`config.mk`:
```
export PLATFORM = sky130hd
export DESIGN_NAME = seq_word_comparator
export DESIGN_NICKNAME = d
export VERILOG_FILES = /design/src/rtl/cmp_pkg.sv /design/src/rtl/digit_cmp2.sv /design/src/rtl/seq_word_comparator.sv
export SDC_FILE = /design/constraint.sdc
export NUM_CORES = 1
export LEC_CHECK = 0
export ABC_CLOCK_PERIOD_IN_PS = 3850
export CORE_ASPECT_RATIO = 1.5
export CORE_MARGIN = 5
export CORE_UTILIZATION = 25
export CTS_BUF_LIST = sky130_fd_sc_hd__clkbuf_8
export DETAILED_ROUTE_END_ITERATION = 8
export GPL_TIMING_DRIVEN = 0
export PLACE_DENSITY = 0.48
export SYNTH_ARGS = -nofsm -noshare
export SYNTH_HDL_FRONTEND = slang
export SYNTH_SLANG_ARGS = --single-unit
```
`constraint.sdc`:
```
create_clock -name clk -period 3.85 [get_ports clk]
set_input_delay 0.77 -clock clk [delete_from_list [all_inputs] [get_ports clk]]
set_output_delay 0.77 -clock clk [all_outputs]
set_load 0.01 [all_outputs]
```
`src/rtl/cmp_pkg.sv`:
```
// Shared types for the sequential word comparator: FSM states and the
// per-digit compare result.
package cmp_pkg;

  typedef enum logic [1:0] {
    IDLE,
    SCAN,
    DONE
  } state_t;

  typedef enum logic [1:0] {
    CMP_EQ,
    CMP_GT1,
    CMP_GT2
  } cmp_res_t;

endpackage

```
`src/rtl/digit_cmp2.sv`:
```
// Combinational unsigned compare of one 2-bit digit pair.
module digit_cmp2
  import cmp_pkg::*;
(
  input  logic [1:0] a,
  input  logic [1:0] b,
  output cmp_res_t   res
);

  always_comb begin
    if (a > b) begin
      res = CMP_GT1;
    end else if (a < b) begin
      res = CMP_GT2;
    end else begin
      res = CMP_EQ;
    end
  end

endmodule

```
`src/rtl/seq_word_comparator.sv`:
```
// Multi-cycle unsigned magnitude comparator: scans one 2-bit digit per cycle,
// MSB digit first, stopping at the first difference; valid/ready on both sides.
module seq_word_comparator
  import cmp_pkg::*;
#(
  parameter int unsigned WIDTH = 16
) (
  input  logic                           clk,
  input  logic                           rst_n,
  input  logic                           in_valid,
  output logic                           in_ready,
  input  logic [WIDTH-1:0]               in1,
  input  logic [WIDTH-1:0]               in2,
  output logic                           out_valid,
  input  logic                           out_ready,
  output logic                           in1greater,
  output logic                           in2greater,
  output logic                           equal,
  output logic [$clog2(WIDTH/2+1)-1:0]   ndig,
  output logic                           busy
);

  localparam int unsigned DIGITS = WIDTH / 2;
  localparam int unsigned CntW   = $clog2(DIGITS + 1);
  localparam int unsigned IdxW   = (DIGITS > 1) ? $clog2(DIGITS) : 1;

  state_t            state_q;
  logic [WIDTH-1:0]  op1_q, op2_q;
  logic [IdxW-1:0]   idx_q;
  logic [CntW-1:0]   cnt_q;
  logic              gt1_q, gt2_q, eq_q;
  logic [CntW-1:0]   ndig_q;

  logic [1:0]        dig1, dig2;
  cmp_res_t          dig_res;

  // {idx, 0} is the LSB position of the selected digit.
  always_comb begin
    dig1 = op1_q[{idx_q, 1'b0} +: 2];
    dig2 = op2_q[{idx_q, 1'b0} +: 2];
  end

  digit_cmp2 u_digit_cmp2 (
    .a   (dig1),
    .b   (dig2),
    .res (dig_res)
  );

  always_ff @(posedge clk or negedge rst_n) begin
    if (!rst_n) begin
      state_q <= IDLE;
      op1_q   <= '0;
      op2_q   <= '0;
      idx_q   <= '0;
      cnt_q   <= '0;
      gt1_q   <= 1'b0;
      gt2_q   <= 1'b0;
      eq_q    <= 1'b0;
      ndig_q  <= '0;
    end else begin
      unique case (state_q)
        IDLE: begin
          if (in_valid) begin
            op1_q   <= in1;
            op2_q   <= in2;
            idx_q   <= IdxW'(DIGITS - 1);
            cnt_q   <= '0;
            state_q <= SCAN;
          end
        end
        SCAN: begin
          cnt_q <= cnt_q + 1'b1;
          unique case (dig_res)
            CMP_GT1: begin
              gt1_q   <= 1'b1;
              ndig_q  <= cnt_q + 1'b1;
              state_q <= DONE;
            end
            CMP_GT2: begin
              gt2_q   <= 1'b1;
              ndig_q  <= cnt_q + 1'b1;
              state_q <= DONE;
            end
            default: begin
              if (idx_q == '0) begin
                eq_q    <= 1'b1;
                ndig_q  <= CntW'(DIGITS);
                state_q <= DONE;
              end else begin
                idx_q <= idx_q - 1'b1;
              end
            end
          endcase
        end
        DONE: begin
          if (out_ready) begin
            gt1_q   <= 1'b0;
            gt2_q   <= 1'b0;
            eq_q    <= 1'b0;
            ndig_q  <= '0;
            state_q <= IDLE;
          end
        end
        default: state_q <= IDLE;
      endcase
    end
  end

  always_comb begin
    in_ready   = (state_q == IDLE);
    out_valid  = (state_q == DONE);
    busy       = (state_q == SCAN) || (state_q == DONE);
    in1greater = gt1_q;
    in2greater = gt2_q;
    equal      = eq_q;
    ndig       = ndig_q;
  end

endmodule

```
==> impl_metrics.toml <==
[logic_synthesis]
synth_ff_type = "dfrtp_1"
syn_area_per_cell_um2 = 13.4
yosys_warnings = 0
synthTopCellsByArea = "dfrtp_1, mux2_2, mux4_1, ha_1, mux2i_1"
yosys.area.top_type_share_pct = 49.6
synthDistinctLibCells = 38
yosysTopAreaCell = "dfrtp_1"
yosysMostFrequentCell = "dfrtp_1"
syn-num-nets = 224
seq_area_frac_synth_pct = 49.6
synth_edf_count = 0
ys_seq_elements = 48
synth_common_cells = "dfrtp_1, mux2_2, ha_1, mux4_1, nand2_1"
synth_area_mm2 = 0.00242
async_flop_share_pct = 100
syn-instance-count = 180

[clocking]
cts_max_path_buffers = 2
cts_made_buffers = 5
clk_latency_ps = 300
cts_setup_buffers = 0
clock_sinks = 48
clk_pin_slew_ps = 90
cts_tree = "done"
cts.root.buffer_cell = "clkbuf_8"
postCtsResizedCells = 0
cts_hold_buf = 0
cts-htree-levels = 2

[route]
wire_per_inst_um = 15.4
num_vias = 1649
drt-total-wl_um = 5360
route.antenna.remaining_nets = 0
via_per_inst = 4.72
drt_first_pass_iters = 4
drc_errors = 0
drtIter0Drc = 74

[timing]
hold_viol = 0
tns_ps = 0
worst_pin_slew_ps = 722
setup_viol = 0
fmax_mhz = 366
slew_viol_final = 0
finalCritPeriodShare_pct = 71.0
period_needed_ps = 2730
rsz0062_at_grt = "false"
hold_ws_ps = 413
slew_headroom_pct = 51.4
skew_ps = 6.57

[cells_and_area]
multiInputGateArea_mm2 = 0.00115
area_delta_synth_final_pct = 29.1
regArea_mm2 = 0.00120
fin_util_pct = 32.6
fillers = 995
nets = 277
antenna_cells = 0
drive_gt1_share_pct = 22.2
design_area_mm2 = 0.00312

[die]
start_util_pct = 25.3
die-area_mm2 = 0.0118
core_area_mm2 = 0.00958
rows = 44
die_y_um = 130
io_pins = 46
fp.dieW_um = 90.3

[setup_path]
r2r_end = "ndig[3]$_DFFE_PN0P_"
r2r_slack_ps = 1120
arrival_ps = 2930
rr_startpoint = "idx_q[1]$_DFFE_PN0P_"
end_kind = "flip-flop"
start_kind = "flip-flop"
crit_cells = 8
reg2reg_depth = 8
crit_chain = "clkbuf_1 > mux4_1 > mux2_2 > ha_1 > nor2b_1 > nor2_1 > or3_1 > a32o_1"
critPathBufInv = 1
crit_path_start = "idx_q[1]$_DFFE_PN0P_"
cpLargestDelayFamily = "simple AND/OR/NAND/NOR gates"
crit_slowest_cell = "clkbuf_1"
cp_slowest_stage_delay_ps = 430
crit_end = "ndig[3]$_DFFE_PN0P_"
crit_type = "flip-flop to flip-flop"
critPathMaxFanout = 10
critPathRequiredTime_ps = 4050

[pwr]
leakage_uw = 0.00135
p_per_area_mw_per_mm2 = 762
peakVddDrop_uv = 308

[global_route]
grtUsageTotal_pct = 9.42
grt_max_degree = 31
grt_pass1_vias = 1704
grt_antenna_before_repair = 0
grt_pass1_wl_um = 8780
grt-ovfl-total = 0

[placed_design]
io_buffers = 45
place_congestion = 0.752
place_area_mm2 = 0.00303
hpwl_um = 4090

[status]
status = "completed"

[job]
drv_cap = 0

[worst_hold_path]
hold_path.class = "input pin to async pin"
[final cells by class]
class | instances | share of cell area, %
flip-flops and latches | 48 | 38.5
clock inverters | 2 | 0.361
plain buffers | 8 | 1.36
repair buffers | 46 | 14.9
inverters | 7 | 0.841
well taps | 115 | 4.61
clock buffers | 6 | 2.64
multi-input cells | 117 | 36.8
[state kept, by name, indices dropped and copies added (netlist names)]
signal and flops:
op1_q 16, state_q 2, cnt_q 4, equal 1, in2greater 1, ndig 4, in1greater 1, op2_q 16
idx_q 3
[through the flow]
stage          instances  power, µW  setup WS (ps)
6_report             349       2380           1120
5_1_grt              349       2570            933
4_1_cts              349       2420           1070
3_5_place_dp         341       2100           1080
3_3_place_gp         340       2060            516
2_1_floorplan        180       1710           1350
[worst min path at each step]
stage / start / to / slack [ps] / depth (start not counted)
after detailed placement: ndig[0]$_DFFE_PN0P_ / ndig[0]$_DFFE_PN0P_ / 470 / 1
after global placement: ndig[0]$_DFFE_PN0P_ / ndig[0]$_DFFE_PN0P_ / 460 / 1
after CTS: rst_n / op1_q[5]$_DFFE_PN0P_ / 430 / 1
after floorplan: rst_n / cnt_q[0]$_DFFE_PN0P_ / 470 / 0
after global routing: rst_n / op1_q[11]$_DFFE_PN0P_ / 450 / 1
final: rst_n / op1_q[10]$_DFFE_PN0P_ / 410 / 1
[kinds of logic (layout without fill, tap and decap cells)]
group           after synthesis  after routing  share of synthesized area [%]
mux                          48             48                           27.0
flops                        48             48                           49.6
simple gates                 36             36                           8.64
compound gates               24             24                           7.34
buf+inv                      15             69                           2.84
fa+ha+maj                     8              8                           4.14
xor+xnor                      1              1                          0.362
[layer usage]
metal | GRT usage (%) | up-vias | part of all wire, %
met5 | 0 | - | 0
met4 | 3.16 | 0 | 1.3
met3 | 2.06 | 6 | 4.8
met2 | 17.2 | 36 | 52
met1 | 10.9 | 819 | 42
li1 | - | 788 | -
[where the power goes]
part / internal, µW / switching, µW
clock: 144 / 174
sequential: 741 / 120
combinational: 645 / 554
total: 1530 / 849
[layout by cell type, fill, tap and decap left out, drive strengths merged, types with 3 or more instances in the layout]
master         synthesis  routed
dfrtp                 48      48
clkdlybuf4s50          0      44
mux2                  35      35
clkbuf                 3       9
mux4                   8       8
inv                    7       8
nand2                  8       8
ha                     8       8
buf                    5       7
o21ai                  6       6
mux2i                  5       5
nand3                  5       5
nand4                  4       4
nor2b                  3       3
nor2                   3       3
nand2b                 3       3
o31ai                  3       3
a22o                   3       3
Power figures use the tool's default switching activity.
